===== config.mk =====
export PLATFORM = sky130hd
export DESIGN_NAME = des_sbox_sequencer_flat
export DESIGN_NICKNAME = d
export VERILOG_FILES = /design/src/rtl/des_pkg.sv /design/src/rtl/des_sbox_if.sv /design/src/rtl/des_sbox_sequencer.sv /design/src/flat_wrapper.sv
export SDC_FILE = /design/constraint.sdc
export NUM_CORES = 1
export LEC_CHECK = 0
export ABC_AREA = 0
export CAP_MARGIN = 20
export CORE_ASPECT_RATIO = 1.25
export CORE_MARGIN = 3
export CORE_UTILIZATION = 42
export CTS_BUF_LIST = sky130_fd_sc_hd__clkbuf_4 sky130_fd_sc_hd__clkbuf_8 sky130_fd_sc_hd__clkbuf_16
export DETAILED_ROUTE_END_ITERATION = 10
export GPL_TIMING_DRIVEN = 0
export PLACE_DENSITY = 0.68
export RECOVER_POWER = 25
export SLEW_MARGIN = 0
export SYNTH_ARGS = -nofsm -noshare
export SYNTH_HDL_FRONTEND = slang
export SYNTH_SLANG_ARGS = --single-unit

===== constraint.sdc =====
create_clock -name i_clk -period 8.1 [get_ports i_clk]
set_input_delay 1.62 -clock i_clk [delete_from_list [all_inputs] [get_ports i_clk]]
set_output_delay 1.62 -clock i_clk [all_outputs]
set_load 0.02 [all_outputs]

===== src/rtl/des_pkg.sv =====
// Shared DES f-function constants, sequencer state codes and the S1..S8 tables.
package des_pkg;

   localparam int unsigned SBOX_N     = 8;
   localparam int unsigned SBOX_IN_W  = 6;
   localparam int unsigned SBOX_OUT_W = 4;
   localparam int unsigned EXP_W      = 48;
   localparam int unsigned F_W        = 32;
   localparam int unsigned SEL_W      = 3;

   localparam logic [1:0] ST_IDLE = 2'd0;
   localparam logic [1:0] ST_RUN  = 2'd1;
   localparam logic [1:0] ST_DONE = 2'd2;

   // One 256-bit row-major table per S-box; entry (row*16+col) sits at the MSB end first.
   localparam logic [255:0] SBOX_TBL [SBOX_N] = '{
      256'hE4D12FB83A6C5907_0F74E2D1A6CB9538_41E8D62BFC973A50_FC8249175B3EA06D,
      256'hF18E6B34972DC05A_3D47F28EC01A69B5_0E7BA4D158C6932F_D8A13F42B67C05E9,
      256'hA09E63F51DC7B428_D709346A285ECBF1_D6498F30B12C5AE7_1AD069874FE3B52C,
      256'h7DE3069A1285BC4F_D8B56F03472C1AE9_A690CB7DF13E5284_3F06A1D8945BC72E,
      256'h2C417AB6853FD0E9_EB2C47D150FA3986_421BAD78F9C5630E_B8C71E2D6F09A453,
      256'hC1AF92680D34E75B_AF427C9561DE0B38_9EF528C3704A1DB6_432C95FABE17608D,
      256'h4B2EF08D3C975A61_D0B7491AE35C2F86_14BDC37EAF680592_6BD814A7950FE23C,
      256'hD2846FB1A93E50C7_1FD8A374C56B0E92_7B419CE206ADF358_21E74A8DFC90356B
   };

   // Row = outer bits {b5,b0}, column = inner bits b4..b1.
   function automatic logic [SBOX_OUT_W-1:0] sbox_lookup(input logic [SEL_W-1:0]     sel,
                                                         input logic [SBOX_IN_W-1:0] din);
      logic [5:0]   idx;
      logic [255:0] tbl;
      idx = {din[5], din[0], din[4:1]};
      tbl = SBOX_TBL[sel] << {idx, 2'b00};
      return tbl[255:252];
   endfunction

endpackage


===== src/rtl/des_sbox_if.sv =====
// Word handshake plus shared S-box lookup port of the DES substitution sequencer.
interface des_sbox_if #(parameter int unsigned LANES = 1);
   import des_pkg::*;

   logic                          i_valid;
   logic                          o_ready;
   logic [EXP_W-1:0]              i_data;
   logic                          i_abort;
   logic [SEL_W*LANES-1:0]        o_lk_sel;
   logic [SBOX_IN_W*LANES-1:0]    o_lk_data;
   logic [SBOX_OUT_W*LANES-1:0]   i_lk_data;
   logic                          o_valid;
   logic                          i_ready;
   logic [F_W-1:0]                o_data;
   logic                          o_busy;

   modport slave (
      input  i_valid, i_data, i_abort, i_lk_data, i_ready,
      output o_ready, o_lk_sel, o_lk_data, o_valid, o_data, o_busy
   );

   modport master (
      output i_valid, i_data, i_abort, i_lk_data, i_ready,
      input  o_ready, o_lk_sel, o_lk_data, o_valid, o_data, o_busy
   );
endinterface


===== src/rtl/des_sbox_sequencer.sv =====
// Walks the eight DES S-box lookups of one 48-bit word over LANES shared lookup
// lanes per cycle and returns the assembled 32-bit substitution result.
module des_sbox_sequencer
   import des_pkg::*;
#(
   parameter int unsigned LANES = 1
)(
   input  logic       i_clk,
   input  logic       i_rst,
   des_sbox_if.slave  bus
);

   localparam int unsigned STEPS  = SBOX_N / LANES;
   localparam int unsigned STEP_W = (STEPS > 1) ? $clog2(STEPS) : 1;

   if (!(LANES == 1 || LANES == 2 || LANES == 4 || LANES == 8)) begin : g_bad_lanes
      $fatal(1, "des_sbox_sequencer: LANES must be 1, 2, 4 or 8");
   end

   logic [1:0]                  state_q, state_d;
   logic [STEP_W-1:0]           step_q, step_d;
   logic [EXP_W-1:0]            cap_q, cap_d;
   logic [F_W-1:0]              res_q, res_d;
   logic                        ready_q, ready_d;
   logic                        valid_q, valid_d;
   logic                        busy_q, busy_d;
   logic [F_W-1:0]              data_q, data_d;
   logic [SEL_W*LANES-1:0]      lk_sel_q, lk_sel_d;
   logic [SBOX_IN_W*LANES-1:0]  lk_data_q, lk_data_d;

   always_ff @(posedge i_clk or posedge i_rst) begin
      if (i_rst) begin
         state_q   <= ST_IDLE;
         step_q    <= '0;
         cap_q     <= '0;
         res_q     <= '0;
         ready_q   <= 1'b1;
         valid_q   <= 1'b0;
         busy_q    <= 1'b0;
         data_q    <= '0;
         lk_sel_q  <= '0;
         lk_data_q <= '0;
      end else begin
         state_q   <= state_d;
         step_q    <= step_d;
         cap_q     <= cap_d;
         res_q     <= res_d;
         ready_q   <= ready_d;
         valid_q   <= valid_d;
         busy_q    <= busy_d;
         data_q    <= data_d;
         lk_sel_q  <= lk_sel_d;
         lk_data_q <= lk_data_d;
      end
   end

   // Next state, then outputs pre-decoded from the next state so every port is a flop.
   always_comb begin
      state_d   = state_q;
      step_d    = step_q;
      cap_d     = cap_q;
      res_d     = res_q;
      lk_sel_d  = '0;
      lk_data_d = '0;

      case (state_q)
         ST_IDLE: begin
            if (bus.i_valid) begin
               cap_d   = bus.i_data;
               step_d  = '0;
               res_d   = '0;
               state_d = ST_RUN;
            end
         end
         ST_RUN: begin
            for (int unsigned j = 0; j < SBOX_N; j++) begin
               if (step_q == STEP_W'(j / LANES)) begin
                  res_d[F_W-1-SBOX_OUT_W*j -: SBOX_OUT_W] =
                     bus.i_lk_data[SBOX_OUT_W*(j % LANES) +: SBOX_OUT_W];
               end
            end
            if (step_q == STEP_W'(STEPS - 1)) begin
               step_d  = '0;
               state_d = ST_DONE;
            end else begin
               step_d = step_q + STEP_W'(1);
            end
         end
         ST_DONE: begin
            if (bus.i_ready) state_d = ST_IDLE;
         end
         default: state_d = ST_IDLE;
      endcase

      // Abort wins over a same-cycle accept or result handshake.
      if (bus.i_abort) begin
         state_d = ST_IDLE;
         step_d  = '0;
         res_d   = '0;
      end

      if (state_d == ST_RUN) begin
         for (int unsigned j = 0; j < SBOX_N; j++) begin
            if (step_d == STEP_W'(j / LANES)) begin
               lk_sel_d[SEL_W*(j % LANES) +: SEL_W]          = SEL_W'(j);
               lk_data_d[SBOX_IN_W*(j % LANES) +: SBOX_IN_W] =
                  cap_d[EXP_W-1-SBOX_IN_W*j -: SBOX_IN_W];
            end
         end
      end

      ready_d = (state_d == ST_IDLE);
      valid_d = (state_d == ST_DONE);
      busy_d  = (state_d != ST_IDLE);
      data_d  = (state_d == ST_DONE) ? res_d : '0;
   end

   assign bus.o_ready   = ready_q;
   assign bus.o_valid   = valid_q;
   assign bus.o_busy    = busy_q;
   assign bus.o_data    = data_q;
   assign bus.o_lk_sel  = lk_sel_q;
   assign bus.o_lk_data = lk_data_q;

endmodule


===== src/flat_wrapper.sv =====
// flat-port wrapper written by rule: the top's interface ports become plain ports
module des_sbox_sequencer_flat import des_pkg::*;
#(
   parameter int unsigned LANES = 1
)
  (i_clk, i_rst, bus_i_valid, bus_i_data, bus_i_abort, bus_i_lk_data, bus_i_ready, bus_o_ready, bus_o_lk_sel, bus_o_lk_data, bus_o_valid, bus_o_data, bus_o_busy);
  des_sbox_if #(.LANES(LANES)) bus_i ();
  input  logic i_clk;
  input  logic i_rst;
  input wire logic [$bits(bus_i.i_valid)-1:0] bus_i_valid;
  input wire logic [$bits(bus_i.i_data)-1:0] bus_i_data;
  input wire logic [$bits(bus_i.i_abort)-1:0] bus_i_abort;
  input wire logic [$bits(bus_i.i_lk_data)-1:0] bus_i_lk_data;
  input wire logic [$bits(bus_i.i_ready)-1:0] bus_i_ready;
  output wire logic [$bits(bus_i.o_ready)-1:0] bus_o_ready;
  output wire logic [$bits(bus_i.o_lk_sel)-1:0] bus_o_lk_sel;
  output wire logic [$bits(bus_i.o_lk_data)-1:0] bus_o_lk_data;
  output wire logic [$bits(bus_i.o_valid)-1:0] bus_o_valid;
  output wire logic [$bits(bus_i.o_data)-1:0] bus_o_data;
  output wire logic [$bits(bus_i.o_busy)-1:0] bus_o_busy;
  assign bus_i.i_valid = bus_i_valid;
  assign bus_i.i_data = bus_i_data;
  assign bus_i.i_abort = bus_i_abort;
  assign bus_i.i_lk_data = bus_i_lk_data;
  assign bus_i.i_ready = bus_i_ready;
  assign bus_o_ready = bus_i.o_ready;
  assign bus_o_lk_sel = bus_i.o_lk_sel;
  assign bus_o_lk_data = bus_i.o_lk_data;
  assign bus_o_valid = bus_i.o_valid;
  assign bus_o_data = bus_i.o_data;
  assign bus_o_busy = bus_i.o_busy;
  des_sbox_sequencer #(.LANES(LANES)) u_core (.i_clk(i_clk), .i_rst(i_rst), .bus(bus_i));
endmodule

# Word level (Yosys, flattened, before mapping)
# Index checks and enable logic that the tools add are counted.
dict set report word_totals {
  register_bits 129
  input_bits 57
}
dict set report classes {
  reduce_logical 5
  eq_ne 18
  n_addsub 1
  n_mux 40
}
# op count
set ops {}
lappend ops {{$mux 32} 3}
lappend ops {{$mux 48} 2}
lappend ops {{$pmux 32 s2} 1}
lappend ops {{$mux 6} 9}
lappend ops {{$mux 4} 8}
lappend ops {{$eq 3x3->1 const B} 8}
lappend ops {{$mux 3} 8}
lappend ops {{$eq 3x2->1 const B} 4}
lappend ops {{$mux 2} 6}
lappend ops {{$eq 3x1->1 const B} 2}
lappend ops {{$logic_not 3->1} 2}
lappend ops {{$pmux 2 s3} 1}
lappend ops {{$pmux 3 s2} 1}
lappend ops {{$eq 2x1->1 const B} 2}
lappend ops {{$eq 2x2->1 const B} 2}
lappend ops {{$logic_not 2->1} 2}
lappend ops {{$add 3x1->3 const B} 1}
lappend ops {{$reduce_bool 2->1} 1}
lappend ops {{$mux 1} 1}

# Depth between registers and ports, before layout
# Gate-level depths: netlist of the first run.
dict set report logic_depth {
  depth_word 14
  mapped_depth 10
  depth_no_buf 9
}

# Worst setup path before layout of the first run
# Ideal clock, no wire load.
dict set report synth_timing {
  path_kind {input to register}
  startpoint {input bus_i_abort}
  endpoint {register u_core.lk_data_q[4], in the netlist u_core.bus.o_lk_data[4]}
  path_buffers 1
  setup_time_ns 0.134
  slack_ns 5.055
  arrival_time_ns 2.911
  t_required_ns 7.966
  cell_stages 7
  path_cell_list {clkbuf_1 -> nor2_1 -> a32oi_1 -> inv_2 -> or4_1 -> nand4_1 -> a2111oi_2}
}
dict set report synth_via {
  elab_chain_len 11
  word_cells_on_any_way 20
  cone_classes {eq/ne: 8; mux: 11; reduce/logical: 1}
}
# element line
set synth_rtl {}
lappend synth_rtl {{from (decl)} flat_wrapper.sv:12} ;# input wire logic [$bits(bus_i.i_abort)-1:0] bus_i_abort;
lappend synth_rtl {{$mux 3 *} des_sbox_sequencer.sv:96} ;# if (bus.i_abort) begin
lappend synth_rtl {{via u_core.step_d[2]} des_sbox_sequencer.sv:21} ;# logic [STEP_W-1:0] step_q, step_d;
lappend synth_rtl {{$logic_not 3->1} des_sbox_sequencer.sv:104} ;# if (step_d == STEP_W'(j / LANES)) begin
lappend synth_rtl {{$mux 6 (7 in a row)} des_sbox_sequencer.sv:104}
lappend synth_rtl {{$mux 6 *} des_sbox_sequencer.sv:104}
lappend synth_rtl {{$mux 6 *} des_sbox_sequencer.sv:102} ;# if (state_d == ST_RUN) begin
lappend synth_rtl {{via u_core.lk_data_d[4]} des_sbox_sequencer.sv:29} ;# logic [SBOX_IN_W*LANES-1:0] lk_data_q, lk_data_d;
lappend synth_rtl {{to (signal assigned)} des_sbox_sequencer.sv:53} ;# lk_data_q <= lk_data_d;
lappend synth_rtl {{to (decl)} des_sbox_sequencer.sv:29}
# The timed path passes the listed nets; every way through them passes the cells marked *.

==> results.cfg, run 1 <==
[run_status]
status = finished with violations
violations = capacitance limit, slew limit

[floorplan]
die_area_mm2 = 0.0142
dieHeight_um = 132
die_w_um = 107
core_area_mm2 = 0.0123
start_util_pct = 43.5
rows = 45
ioPinCount = 101

[worst_setup_path]
end_kind = async pin
worstSetupPathType = in -> async
worstPathRequired_ns = 8.20
slowest_delay_ns = 1.52
crit_arrival_ns = 3.74
crit_fanout = 60
crit_buf_inv = 2
path_delay_family = buffers and inverters
reg2regPathDepth = 8
cpMaxStageDelayCell = clkinvlp_2
cp.depth = 2
crit_chain = dlygate4sd3_1, clkinvlp_2
crit_path_start_kind = input port

[placed_design]
dp.cells = 759
dpl_cell_area_mm2 = 0.00657
dp_slack_ns = 4.07
routabilityCongestion = 0.849
dp.final_hpwl_um = 8820
io_buffers = 96

[final_layout]
n_fill_cell = 1062
area_growth_pct = 32.8
multi_input_area_mm2 = 0.00187
final_cell_count_no_fill = 790
drive_above_1_share_pct = 12.1
finish.instance_area_mm2 = 0.00713
mostFrequentLayoutCells = dfrtp_1 (128), nand2_1 (118), clkdlybuf4s50_1 (94), nor2_1 (72), mux2i_1 (42)
nets = 677
final_common_cell = dfrtp_1
fin_util_pct = 57.8
diodes = 0
seq_area_mm2 = 0.00323

[routing]
drt-initial-drc-count = 139
routed_wl_um = 12100
drtAntennaViolNets = 0
vias_per_cell = 4.93
vias = 3891
drcViolationCount = 0
routedWlPerCell_um = 15.3
firstDrtPassIters = 5

[sta]
rsz0062_at_grt = false
setup_violations = 0
slew_viol_final = 60
tightest_slew_ns = 2.69
timing.slew.headroom_pct = -80.4
timing.final.crit_share_pct = 44.9
fmax_mhz = 275
period_needed_ns = 3.64
fin_ws_ns = 4.46
final.setup.tns_ns = 0
hold_violations = 0
finClkSkew_ns = 0.00985

[synth]
synth.distinct_cells = 47
synth_edf_count = 0
ys_ff_latch = 129
synth.cell_area_mm2 = 0.00537
syn_inst = 498
yosysWarnings = 0
synth_ff_type = dfrtp_1
syn_avg_cell_area_um2 = 10.8
synth_fp_nets = 561
async_flop_share_pct = 100
ys_seq_area_share_pct = 60.2

[clock_network]
cts_sinks = 129
cts.path.max_buffers = 2
cts_buffers = 17
clk_latency_ns = 0.41
postCtsHoldBufs = 0
cts_resized = 0
cts_tree = done
clkSlewWorstSetupHoldPaths_ns = 0.06
cts_htree_levels = 4
clockRootBuffer = clkbuf_16
post_cts_buffers = 0

[global_routing]
gr-usage-all-layers_pct = 18.3
first_global_vias = 4141
antenna_found_initial = 0
grt_pass1_wl_um = 20200
overflow = 0
grt_max_degree = 71

[flow_run]
drv_cap = 1

[power]
p_leak_nw = 3.39
p_per_area_mw_per_mm2 = 223
ir_drop_mv = 0.137

[hold_path]
hp-class = reg -> reg
hold_depth = 2
## worst paths after layout
path                                                      to  slack (ns)                       start
max in group i_clk         u_core.bus.o_lk_data[3]$_DFF_PP0_        4.52                 bus_i_abort
max                               u_core.cap_q[43]$_DFF_PP0_        4.46                       i_rst
max reg2reg                u_core.bus.o_lk_data[0]$_DFF_PP0_        5.62  u_core.step_q[1]$_DFF_PP0_
min reg2reg                       u_core.cap_q[38]$_DFF_PP0_        0.47  u_core.cap_q[38]$_DFF_PP0_
min                               u_core.cap_q[38]$_DFF_PP0_        0.47  u_core.cap_q[38]$_DFF_PP0_
min in group asynchronous          u_core.cap_q[0]$_DFF_PP0_        2.41                       i_rst
## logic make-up after synthesis
kind of cell / after synthesis / synth area share [%]
AO/OA/AOI/OAI: 47 / 7.06
adder cells (fa/ha/maj): 6 / 1.40
buffers and inverters: 50 / 5.03
flip-flops: 129 / 60.2
multiplexers: 51 / 9.93
AND/OR/NAND/NOR: 215 / 16.4
## final cells by class
cell class	instances	area share (%)
buffer	32	2.84
inverter	18	0.965
multi-input combinational	319	26.2
timing repair buffer	97	13.9
tap	164	2.88
clock inverter	14	2.00
clock buffer	17	5.97
sequential	129	45.3
## flip-flops by register name, summed over array words and instances, names as in the netlist
register              cells
u_core.bus.o_lk_data      6
u_core.res_q             32
u_core.bus.o_ready        1
u_core.bus.o_data        32
u_core.bus.o_valid        1
u_core.cap_q             48
u_core.step_q             3
u_core.bus.o_busy         1
u_core.bus.o_lk_sel       3
u_core.state_q            2
## routing by layer
metal | part of all wire (%) | global-route usage [%]
met5 | 0 | 0
met4 | 2.9 | 8.39
met3 | 4.4 | 4.80
met2 | 52 | 31.1
met1 | 40 | 21.5
## synth_stat cells, drive strengths merged, types with 4 or more instances
cell type  number  share of area, %
dfrtp         128                60
o21ai           4              0.44
buf            21               3.0
ha              6               1.4
o2111ai         4              0.65
a31oi           5              0.58
o311ai          5              0.82
o211ai          6              0.84
nor2           72               5.0
mux2i          42               7.8
inv            18               1.3
clkbuf         11              0.77
mux2            9               2.1
a21oi           9              0.84
nand2         118               8.3
a22oi           5              0.79
nor3            7              0.65
## power by group
part	internal, W	switching, W
clock network	0.000449	0.000275
logic	0.0000739	0.0000946
registers	0.000683	0.0000128
total	0.00121	0.000383
## worst register-to-register path: stages, from the launching register on
cell	delay [ns]
dfrtp_1	0.45
ha_1	0.23
ha_1	0.21
nor4b_1	0.47
a22oi_2	0.26
nor2_1	0.30
o2111ai_1	0.18
o311ai_0	0.13
a31oi_1	0.11
## per-stage QoR
stage / total power [W] / hold WS [ns]
after floorplan: 0.000807 / 0.436
after global placement: 0.000869 / 0.451
after detailed placement: 0.000876 / 0.456
after CTS: 0.00161 / 0.471
after global routing: 0.00166 / 0.491
final: 0.00159 / 0.469
(Power assumes the default switching activity.)
==> inputs of run 2 (changes only) <==
Clock period 8.1 ns to 3.5 ns, I/O delays scaled along.
==> run 2 against run 1 <==
  * The run now ends clean
  * Core utilization is 1.1 points higher
  * Sequential cell count unchanged
  * Hold slack improved by 0.0010 ns
  * Via count is 1.8% higher
  * Clock power grew to 2.8 times the previous value
==> results.cfg, run 2 (synthesis gave the netlist of run 1 again) <==
[placed_design]
routabilityCongestion = 0.849
dp.cells = 761
dp.final_hpwl_um = 8840
io_buffers = 96

[sta]
hold_violations = 0
period_needed_ns = 2.67
finClkSkew_ns = 0.00655
rsz0062_at_grt = false
setup_violations = 0
fmax_mhz = 374
slew_viol_final = 0
timing.final.crit_share_pct = 76.4
timing.slew.headroom_pct = 32.6
final.setup.tns_ns = 0
tightest_slew_ns = 1.01

[power]
internal_power_w = 0.00312
switching_power_w = 0.000880
pwr-share-comb_pct = 9.8
switching_share_pct = 22.0
p_leak_nw = 3.46
power.total_w = 0.00400
p_per_area_mw_per_mm2 = 551
pwr-share-seq_pct = 40.3
power_frac_clock_pct = 49.9
ir_drop_mv = 0.306

[worst_setup_path]
slowest_delay_ns = 0.57
crit_path_start_kind = input port
worstPathRequired_ns = 3.77
crit_fanout = 10
cpMaxStageDelayCell = clkdlybuf4s50_1
crit_arrival_ns = 2.95
crit_chain = clkdlybuf4s50_1, nor3b_4, buf_6, buf_12, mux2i_1, nand2_1, o311ai_0, a31oi_1
worstSetupPathType = in -> reg
end_kind = flop

[routing]
drcViolationCount = 0
firstDrtPassIters = 4
routed_wl_um = 12000
vias = 3960
routedWlPerCell_um = 15.1
vias_per_cell = 4.99
drt-initial-drc-count = 133
drtAntennaViolNets = 0

[final_layout]
top_register = u_core.cap_q
n_fill_cell = 1038
diodes = 0
largest_reg_flops = 48
nets = 679
final_common_cell = dfrtp_1
area_growth_pct = 35.2
mostFrequentLayoutCells = dfrtp_1 (128), nand2_1 (118), clkdlybuf4s50_1 (95), nor2_1 (72), mux2i_1 (42)
final_cell_count_no_fill = 793
multi_input_area_mm2 = 0.00187
drive_above_1_share_pct = 12.6
seq_area_mm2 = 0.00323

[global_routing]
grt_pass1_wl_um = 19900
antenna_found_initial = 0
gr-usage-all-layers_pct = 18.0
overflow = 0
first_global_vias = 4092
grt_max_degree = 42

[clock_network]
cts_buffers = 17
post_cts_buffers = 0
cts_resized = 0
cts_tree = done
clk_latency_ns = 0.41
cts_sinks = 129
clkSlewWorstSetupHoldPaths_ns = 0.06
cts.path.max_buffers = 2
clockRootBuffer = clkbuf_16
postCtsHoldBufs = 0
cts_htree_levels = 4

[floorplan]
start_util_pct = 43.5
dieHeight_um = 132
die_area_mm2 = 0.0142
rows = 45
die_w_um = 107
core_area_mm2 = 0.0123
ioPinCount = 101

[flow_run]
drv_cap = 0

[run_status]
status = finished clean

[hold_path]
hp-class = reg -> reg
[run 2: power groups by stage]
stage	sequential, W	clock, W	combinational [W]
after floorplan	0.00164	0	0.000229
after global placement	0.00163	0	0.000379
after detailed placement	0.00164	0	0.000394
after CTS	0.00161	0.00203	0.000398
after global routing	0.00162	0.00209	0.000432
final	0.00161	0.00200	0.000391
[run 2: critical path, delay by kind of cell]
kind            cells  cell delay [ns]
buf+inv             3             0.96
simple gates        2             0.57
compound gates      2             0.46
mux                 1             0.27
[run 2: worst paths after layout]
kind                       slack [ns]  cells after the start                           endpoint                  startpoint
max reg2reg                      1.06                      8  u_core.bus.o_lk_data[0]$_DFF_PP0_  u_core.step_q[1]$_DFF_PP0_
min in group asynchronous        0.92                      2          u_core.cap_q[1]$_DFF_PP0_                       i_rst
max                              0.83                      8  u_core.bus.o_lk_data[0]$_DFF_PP0_                 bus_i_valid
min reg2reg                      0.47                      2         u_core.cap_q[17]$_DFF_PP0_  u_core.cap_q[17]$_DFF_PP0_
min                              0.47                      2         u_core.cap_q[17]$_DFF_PP0_  u_core.cap_q[17]$_DFF_PP0_
max in group asynchronous        1.16                      3         u_core.cap_q[31]$_DFF_PP0_                       i_rst
[run 2: area by class of cell]
type	count	area share, %
Multi-Input combinational cell	319	25.7
Tap cell	164	2.83
Timing Repair Buffer	99	13.9
Sequential cell	129	44.5
Clock buffer	19	6.15
Buffer	32	2.79
Inverter	18	0.948
Clock inverter	13	3.21
[run 2: through the flow]
stage                     area [µm²]  hold slack [ns]  util (%)  setup WS, ns
after detailed placement        6600            0.459      53.5         0.372
after global placement          6540            0.451      53.0         0.168
after global routing            7260            0.487      58.9         0.679
after floorplan                 5370            0.436         -          1.21
final                           7260            0.470      58.9         0.825
after CTS                       7280            0.475      59.0         0.788
[run 2: metal layers]
layer  wire length [µm]  vias up  track usage [%]
met4                457        0             10.9
met2               6150      123             29.1
met1               4860     1923             21.6
met5                  0        -                0
li1                   -     1883                -
met3                543       31             4.26
